## src/rtl/snoop_ac_multicast.sv

```systemverilog
// snoop_ac_multicast: fans one upstream AC snoop out to selected masters and merges their CR responses.
module snoop_ac_multicast #(
    parameter int unsigned NumPorts     = 4,
    parameter int unsigned AddrWidth    = 64,
    parameter bit          DvmBroadcast = 1'b1
) (
    input  logic                    clk_i,
    input  logic                    rst_i,
    input  logic                    slv_ac_valid_i,
    output logic                    slv_ac_ready_o,
    input  logic [AddrWidth-1:0]    slv_ac_addr_i,
    input  logic [3:0]              slv_ac_snoop_i,
    input  logic [2:0]              slv_ac_prot_i,
    input  logic [NumPorts-1:0]     slv_ac_mask_i,
    output logic [NumPorts-1:0]     mst_ac_valid_o,
    input  logic [NumPorts-1:0]     mst_ac_ready_i,
    output logic [AddrWidth-1:0]    mst_ac_addr_o,
    output logic [3:0]              mst_ac_snoop_o,
    output logic [2:0]              mst_ac_prot_o,
    input  logic [NumPorts-1:0]     mst_cr_valid_i,
    output logic [NumPorts-1:0]     mst_cr_ready_o,
    input  logic [NumPorts*5-1:0]   mst_cr_resp_i,
    output logic                    slv_cr_valid_o,
    input  logic                    slv_cr_ready_i,
    output logic [4:0]              slv_cr_resp_o,
    output logic [NumPorts-1:0]     slv_cr_src_o,
    output logic                    busy_o
);
    typedef struct packed {
        logic was_unique;
        logic is_shared;
        logic pass_dirty;
        logic error;
        logic data_transfer;
    } crresp_t;
    typedef logic [3:0] acsnoop_t;
    typedef logic [2:0] acprot_t;
    typedef enum logic [1:0] {IDLE, WAIT, RESP} state_t;

    state_t                 r_state, w_state_nxt;
    logic [AddrWidth-1:0]   r_addr;
    acsnoop_t               r_snoop;
    acprot_t                r_prot;
    crresp_t                r_resp, w_resp_nxt;
    logic [NumPorts-1:0]    r_pend_ac, r_pend_cr, r_src;
    logic [NumPorts-1:0]    w_eff_mask, w_cr_hs, w_pend_ac_nxt, w_pend_cr_nxt, w_src_nxt;
    logic                   w_ac_hs, w_pd_seen, w_pd_multi;

    assign slv_ac_ready_o = (r_state == IDLE) & ~rst_i;
    assign w_ac_hs        = slv_ac_valid_i & slv_ac_ready_o;
    assign w_eff_mask     = (DvmBroadcast && slv_ac_snoop_i[3:1] == 3'b111) ? '1 : slv_ac_mask_i;
    assign mst_ac_valid_o = r_pend_ac;
    // CR is only taken from ports whose AC already completed in an earlier cycle
    assign mst_cr_ready_o = r_pend_cr & ~r_pend_ac;
    assign w_cr_hs        = mst_cr_valid_i & mst_cr_ready_o;
    assign w_pend_ac_nxt  = r_pend_ac & ~(mst_ac_valid_o & mst_ac_ready_i);
    assign w_pend_cr_nxt  = r_pend_cr & ~w_cr_hs;
    assign mst_ac_addr_o  = r_addr;
    assign mst_ac_snoop_o = r_snoop;
    assign mst_ac_prot_o  = r_prot;
    assign slv_cr_valid_o = (r_state == RESP);
    assign slv_cr_resp_o  = r_resp;
    assign slv_cr_src_o   = r_src;
    assign busy_o         = (r_state != IDLE);

    // a second dirty owner, in this cycle or any earlier one, is a coherency error
    always_comb begin
        w_resp_nxt = r_resp;
        w_src_nxt  = r_src;
        w_pd_seen  = r_resp.pass_dirty;
        w_pd_multi = 1'b0;
        for (int i = 0; i < NumPorts; i++) begin
            if (w_cr_hs[i]) begin
                w_resp_nxt   = crresp_t'(w_resp_nxt | mst_cr_resp_i[5*i +: 5]);
                w_src_nxt[i] = mst_cr_resp_i[5*i];
                w_pd_multi   = w_pd_multi | (w_pd_seen & mst_cr_resp_i[5*i+2]);
                w_pd_seen    = w_pd_seen | mst_cr_resp_i[5*i+2];
            end
        end
        w_resp_nxt.error = w_resp_nxt.error | w_pd_multi;
    end

    always_comb begin
        w_state_nxt = r_state;
        case (r_state)
            IDLE:    if (w_ac_hs) w_state_nxt = (w_eff_mask == '0) ? RESP : WAIT;
            WAIT:    if (w_pend_ac_nxt == '0 && w_pend_cr_nxt == '0) w_state_nxt = RESP;
            RESP:    if (slv_cr_ready_i) w_state_nxt = IDLE;
            default: w_state_nxt = IDLE;
        endcase
    end

    always_ff @(posedge clk_i or posedge rst_i) begin
        if (rst_i) begin
            r_state   <= IDLE;
            r_addr    <= '0;
            r_snoop   <= '0;
            r_prot    <= '0;
            r_resp    <= '0;
            r_src     <= '0;
            r_pend_ac <= '0;
            r_pend_cr <= '0;
        end else begin
            r_state <= w_state_nxt;
            if (w_ac_hs) begin
                r_addr    <= slv_ac_addr_i;
                r_snoop   <= slv_ac_snoop_i;
                r_prot    <= slv_ac_prot_i;
                r_resp    <= '0;
                r_src     <= '0;
                r_pend_ac <= w_eff_mask;
                r_pend_cr <= w_eff_mask;
            end else if (r_state == WAIT) begin
                r_pend_ac <= w_pend_ac_nxt;
                r_pend_cr <= w_pend_cr_nxt;
                r_resp    <= w_resp_nxt;
                r_src     <= w_src_nxt;
            end
        end
    end
endmodule

```

## config.mk

```make
export PLATFORM = sky130hd
export DESIGN_NAME = snoop_ac_multicast
export DESIGN_NICKNAME = d
export VERILOG_FILES = /design/src/rtl/snoop_ac_multicast.sv
export SDC_FILE = /design/constraint.sdc
export NUM_CORES = 1
export LEC_CHECK = 0
export BUFFER_PORTS_ARGS = -buffer_cell sky130_fd_sc_hd__buf_2
export CORE_ASPECT_RATIO = 0.8
export CORE_MARGIN = 10
export CORE_UTILIZATION = 41
export DETAILED_ROUTE_END_ITERATION = 16
export GPL_TIMING_DRIVEN = 1
export HOLD_SLACK_MARGIN = 0.08
export PLACE_DENSITY = 0.77
export SKIP_LAST_GASP = 1
export SYNTH_ARGS = -nofsm -noshare
export SYNTH_HDL_FRONTEND = slang
export SYNTH_SLANG_ARGS = --single-unit
```

## constraint.sdc

```tcl
create_clock -name clk_i -period 3.5 [get_ports clk_i]
set_input_delay 1.05 -clock clk_i [delete_from_list [all_inputs] [get_ports clk_i]]
set_output_delay 1.05 -clock clk_i [all_outputs]
set_load 0.02 [all_outputs]
```

==> flow_summary.yaml, run 1 <==
outcome:
  run_status: "finished clean"
floorplan:
  boundaryPins: 198
  die_height_um: 106
  floorplan.initialDensity: 0.417
  design.core.area_mm2: 0.00900
  die-area_mm2: 0.0134
  die_w_um: 127
  std_cell_rows: 31
setup_path:
  slowest_stage_cell_crit_path: "sky130_fd_sc_hd__buf_2"
  path_cells: "buf_2, nor3_1, buf_2"
  cpLargestDelayFamily: "buffers and inverters"
  cp_data_arrival_time_ns: 1.55
  timing.critical_path.mode_cell: "sky130_fd_sc_hd__buf_2"
  critical_path.max_fanout: 3
  ff2ff_setup_slack_ns: 1.55
  critPathMaxStageDelay_ns: 0.21
  worst-setup-path-type: "in2out"
  regToRegStartpoint: "r_state[1]$_DFFE_PP0P_"
  crit_buf_inv: 2
  critical_path_required_ns: 2.45
  timing.critical_path.to_type: "primary output"
  crit_path_start_kind: "input port"
  critical_path.startpoint: "rst_i"
timing:
  final-max-slew-violation-count: 0
  fin_setup_tns_ns: 0
  fmax_mhz: 385
  tightestPinTransition_ns: 0.775
  fin_crit_sh: 0.742
  timing.slew.headroom: 0.482
  period_needed_ns: 2.60
  final_hold_viol_count: 0
  grt_setup_unrepaired: "no"
  final_ws_setup_ns: 0.904
  finalSetupViolCount: 0
  skew_ns: 0.00626
layout:
  n_fill_cell: 827
  area.sequential_mm2: 0.00225
  final_design_area_no_fill_mm2: 0.00514
  drive_above_1_share: 0.366
  synthToLayoutAreaGrowth_pct: 37.0
  leading_cell_types_in_the_layout_fill_and_taps_excluded: "sky130_fd_sc_hd__nand2_1, sky130_fd_sc_hd__buf_2, sky130_fd_sc_hd__dfrtp_1"
  final_common_cell: "sky130_fd_sc_hd__nand2_1"
  layout_net_count: 717
  multi_input_comb_area_mm2: 0.00136
  utilization: 0.571
  number_of_inserted_diodes: 0
clock_network:
  clock_tree_from_tritoncts: "built"
  clkSlewWorstSetupHoldPaths_ns: 0.07
  cts.htree.levels: 3
  cts_root_buffer: "sky130_fd_sc_hd__clkbuf_16"
  cts_made_buffers: 9
  cts.path.max_buffers: 2
  postCtsHoldBufs: 0
  postCtsSetupBuffers: 0
  clock-sinks: 90
  ctsResizeCount: 0
  insertion_delay_ns: 0.33
yosys:
  syn-num-nets: 528
  netlist_instances: 421
  synth_seq_cells: 90
  yosysUniqueCellTypes: 35
  yosysWarnings: 0
  synth.cell_area_mm2: 0.00375
  postSynthAreaPerCell_um2: 8.91
  synth-seq-area-share: 0.601
route:
  antenna_left: 0
  total_drc_errors_in_the_routed_layout: 0
  detail_route.vias_per_cell: 4.72
  route.final.wire_length_um: 11500
  first_iter_violations: 247
  firstDrtPassIters: 7
  routed_wire_length_per_instance_um: 15.7
  via_count: 3448
placement:
  pre_cts_slack_ns: 0.868
  port_buffers: 197
  routabilityCongestion: 0.829
  dpl.hpwl_um: 8890
  dpl-instance-area_mm2: 0.00481
power:
  power_density_mw_per_mm2: 977
  power.ir.vdd_worst_v: 0.000469
  power.static_leakage_nw: 2.99
global_route:
  global_route.overflow_total: 0
  met2_usage: 0.275
  grt_antenna_before_repair: 0
  met1_usage: 0.203
  via_count_of_the_first_global_routing_pass: 3644
  grt_first_pass_wirelength_um: 18500
  global_route.usage.met3: 0.0626
  grt.busiest_layer: "met2"
  grt_start_max_net_pins: 52
  groute.usage.overall: 0.167
job:
  maxCapViolCount: 0
worst_hold_path:
  hold_start: "mst_ac_addr_o[30]$_DFFE_PP0P_"
  min-delay-path-class: "reg2reg"
## worst register-to-register path, cell delays in order, from the launching register on
cell                      delay [ns]
sky130_fd_sc_hd__dfrtp_1        0.42
sky130_fd_sc_hd__or4b_2         0.87
sky130_fd_sc_hd__buf_4          0.34
sky130_fd_sc_hd__nand2_1        0.13
sky130_fd_sc_hd__nand2_1        0.07
## stage by stage
step | std cells | hold WS, ns | power, mW
floorplan | 421 | 0.480 | 3.20
global placement | 714 | 0.452 | 3.96
detailed placement | 714 | 0.458 | 4.03
CTS | 730 | 0.474 | 5.09
global route | 730 | 0.485 | 5.39
finish | 730 | 0.472 | 5.02
## area by class of cell
type,instances,area share
clock buffers,9,0.0438
multi-input cells,303,0.265
flip-flops and latches,90,0.438
well taps,115,0.0280
repair buffers,202,0.202
inverters,4,0.00317
clock inverters,7,0.0195
## state kept, by name (all words and copies together), names as in the netlist
signal,flops
mst_ac_snoop_o,4
mst_ac_prot_o,3
r_state,2
r_pend_cr,4
mst_ac_valid_o,4
slv_cr_src_o,4
slv_cr_resp_o,5
mst_ac_addr_o,64
## worst paths after layout
path | end | cells past startpoint
min in group asynchronous | mst_ac_addr_o[37]$_DFFE_PP0P_ | 2
setup / recovery | slv_ac_ready_o | 3
hold reg to reg | mst_ac_addr_o[30]$_DFFE_PP0P_ | 2
max in group asynchronous | mst_ac_addr_o[59]$_DFFE_PP0P_ | 3
hold / removal | mst_ac_addr_o[30]$_DFFE_PP0P_ | 2
setup reg to reg | mst_ac_addr_o[18]$_DFFE_PP0P_ | 4
## where the power goes
part	leakage, nW	switching [mW]	internal [mW]
Clock	0.160	0.403	0.632
Sequential	1.13	0.292	1.53
Combinational	1.71	1.43	0.732
## Yosys cell counts
master                      instances  area share
sky130_fd_sc_hd__and2_1             2      0.0033
sky130_fd_sc_hd__nand3_1            2      0.0027
sky130_fd_sc_hd__nand2_1          224        0.22
sky130_fd_sc_hd__buf_6              2      0.0060
sky130_fd_sc_hd__clkbuf_1          12       0.012
sky130_fd_sc_hd__o221ai_1           1      0.0023
sky130_fd_sc_hd__or4b_1             1      0.0027
sky130_fd_sc_hd__a31o_2             2      0.0047
sky130_fd_sc_hd__a2111oi_0          1      0.0023
sky130_fd_sc_hd__a21o_1             4      0.0080
sky130_fd_sc_hd__a21oi_1            4      0.0053
sky130_fd_sc_hd__nor2_1             7      0.0070
sky130_fd_sc_hd__dfrtp_1           90        0.60
sky130_fd_sc_hd__a211o_1            1      0.0023
sky130_fd_sc_hd__mux2i_1            1      0.0027
sky130_fd_sc_hd__o2111ai_1          1      0.0023
sky130_fd_sc_hd__a221oi_1           3      0.0070
sky130_fd_sc_hd__a21bo_2            1      0.0027
sky130_fd_sc_hd__a211oi_1           2      0.0040
sky130_fd_sc_hd__a22o_1             4      0.0093
sky130_fd_sc_hd__nor3_1             4      0.0053
sky130_fd_sc_hd__buf_2              9       0.012
sky130_fd_sc_hd__nand2b_1           4      0.0067
sky130_fd_sc_hd__inv_1              4      0.0040
sky130_fd_sc_hd__a22oi_1            4      0.0080
sky130_fd_sc_hd__and2_0             1      0.0017
sky130_fd_sc_hd__a31oi_1            1      0.0017
sky130_fd_sc_hd__and3b_1            4      0.0093
sky130_fd_sc_hd__nor2b_1            9       0.015
sky130_fd_sc_hd__nand4_1            2      0.0033
sky130_fd_sc_hd__buf_4              1      0.0020
sky130_fd_sc_hd__and3_1             1      0.0017
sky130_fd_sc_hd__o21ai_0           10       0.013
sky130_fd_sc_hd__or2_2              1      0.0017
sky130_fd_sc_hd__a32o_1             1      0.0027
## routing by layer
metal,vias to the layer above,wire length [um]
met5,-,0
met4,0,144
met3,11,887
met2,121,5610
met1,1604,4820
li1,1712,-
## kinds of logic after synthesis
group,after synthesis,share of synthesized area
AND/OR/NAND/NOR,262,0.285
flip-flops,90,0.601
AO/OA/AOI/OAI,40,0.0761
buffers and inverters,28,0.0360
multiplexers,1,0.00267
Note: power is estimated with default switching activity, not from simulation.
==> run 2: changes to the inputs <==
CORE_UTILIZATION = 45   (was 41)
PLACE_DENSITY = 0.8   (was 0.77)
clock period = 2.5 ns   (was 3.5 ns; I/O delays follow)
==> run 2 against run 1 <==
Hold slack worse by 0.16 ns. Flip-flop and latch count unchanged. Via count up 1.7%. Clock skew up 0.0063 ns. First-iteration DRC count up 9.3%. Critical endpoint unchanged. Highest routed layer unchanged.
==> flow_summary.yaml, run 2 (synthesis gave the netlist of run 1 again) <==
clock_network:
  postCtsHoldBufs: 0
  cts_made_buffers: 9
  insertion_delay_ns: 0.35
  clock_tree_from_tritoncts: "built"
  ctsResizeCount: 0
  cts.path.max_buffers: 2
  cts_root_buffer: "sky130_fd_sc_hd__clkbuf_8"
  cts.htree.levels: 3
  postCtsSetupBuffers: 0
  clock-sinks: 90
  clkSlewWorstSetupHoldPaths_ns: 0.08
timing:
  fin_setup_tns_ns: 0
  fmax_mhz: 490
  grt_setup_unrepaired: "no"
  fin_crit_sh: 0.817
  period_needed_ns: 2.04
  tightestPinTransition_ns: 0.447
  skew_ns: 0.0126
  final_hold_viol_count: 0
  finalHoldWorstSlack_ns: 0.313
  timing.slew.headroom: 0.702
  finalSetupViolCount: 0
  final-max-slew-violation-count: 0
setup_path:
  critical_path_required_ns: 1.75
  critical_path.max_fanout: 3
  cp_data_arrival_time_ns: 1.29
  timing.critical_path.to_type: "primary output"
  timing.rr.end: "slv_cr_resp_o[2]$_DFFE_PP0P_"
  ff2ff_setup_slack_ns: 0.59
  worst_r2r_path_depth: 3
  worst-setup-path-type: "in2out"
  regToRegStartpoint: "r_state[1]$_DFFE_PP0P_"
  crit_path_start_kind: "input port"
global_route:
  global_route.overflow_total: 0
  grt_first_pass_wirelength_um: 17700
  grt_start_max_net_pins: 86
  via_count_of_the_first_global_routing_pass: 3642
  grt_antenna_before_repair: 0
  groute.usage.overall: 0.176
layout:
  number_of_inserted_diodes: 0
  final_common_cell: "sky130_fd_sc_hd__nand2_1"
  final_design_area_no_fill_mm2: 0.00502
  leading_cell_types_in_the_layout_fill_and_taps_excluded: "sky130_fd_sc_hd__nand2_1, sky130_fd_sc_hd__buf_2, sky130_fd_sc_hd__dfrtp_1"
  drive_above_1_share: 0.365
  layout_net_count: 718
  synthToLayoutAreaGrowth_pct: 33.9
  number_of_flip_flops_under_the_largest_register_name: 64
floorplan:
  die-area_mm2: 0.0124
  die_w_um: 122
  std_cell_rows: 29
  boundaryPins: 198
  floorplan.initialDensity: 0.468
  design.core.area_mm2: 0.00802
  die_height_um: 102
power:
  intPower_mw: 3.65
  share_seq_of_total_power: 0.388
  power.combinational.fraction: 0.465
  power.static_leakage_nw: 2.94
  power_density_mw_per_mm2: 1310
  power.clock.fraction: 0.148
  switching_fraction_of_total_power: 0.445
  power.net_switching_mw: 2.93
  power.ir.vdd_worst_v: 0.000741
route:
  drt-met1-wl_um: 4620
  met3RoutedLength_um: 1150
  detail_route.vias_per_cell: 4.85
  routed_wire_length_per_instance_um: 15.6
  route.top_layer_used: "met4"
  route.final.wire_length_um: 11300
  total_drc_errors_in_the_routed_layout: 0
  firstDrtPassIters: 4
  dr_wl_met2_um: 5330
  via_count: 3508
  antenna_left: 0
  first_iter_violations: 270
placement:
  routabilityCongestion: 0.879
  port_buffers: 197
  dpl.hpwl_um: 8820
  dpl-instance-area_mm2: 0.00483
worst_hold_path:
  min-delay-path-class: "in2async"
outcome:
  run_status: "finished clean"
job:
  maxCapViolCount: 0
-- run 2: metrics by stage --
step / power (mW) / std cells / worst slack (ns) / utilization
detailed placement: 5.68 / 708 / 0.169 / 0.602
finish: 6.58 / 724 / 0.458 / 0.626
CTS: 6.67 / 724 / 0.439 / 0.626
global placement: 5.58 / 708 / 0.189 / 0.602
floorplan: 4.49 / 421 / 0.392 / -
global route: 7.07 / 724 / 0.410 / 0.626
-- run 2: final cells by class --
class	count	area (um^2)
Fill cell	699	3000
Sequential cell	90	2250
Multi-Input combinational cell	303	1360
Timing Repair Buffer	203	1060
Tap cell	108	135
Clock buffer	10	128
Clock inverter	6	66.3
Inverter	4	18.8
-- run 2: worst max-delay path, cell delays in order --
cell and delay, ns:
sky130_fd_sc_hd__buf_2 0.12, sky130_fd_sc_hd__nor3_1 0.20, sky130_fd_sc_hd__buf_2 0.22
-- run 2: layer usage --
layer,vias up,GRT usage
met4,0,0.0669
met2,145,0.288
met1,1628,0.201
met3,20,0.0762
met5,-,0
li1,1715,-
-- run 2: worst max path at each step --
stage,start,endpoint
2_1_floorplan,rst_i,slv_cr_src_o[3]$_DFFE_PP0P_
5_1_grt,rst_i,slv_ac_ready_o
4_1_cts,rst_i,slv_ac_ready_o
6_report,rst_i,slv_ac_ready_o
3_3_place_gp,rst_i,slv_cr_resp_o[2]$_DFFE_PP0P_
3_5_place_dp,rst_i,slv_cr_resp_o[2]$_DFFE_PP0P_
-- run 2: power groups by stage --
stage / combinational [mW] / clock [mW] / sequential [mW]
floorplan: 1.16 / 0 / 3.32
global placement: 3.04 / 0 / 2.54
detailed placement: 3.10 / 0 / 2.57
CTS: 3.11 / 1.00 / 2.55
global route: 3.37 / 1.06 / 2.64
finish: 3.06 / 0.973 / 2.55
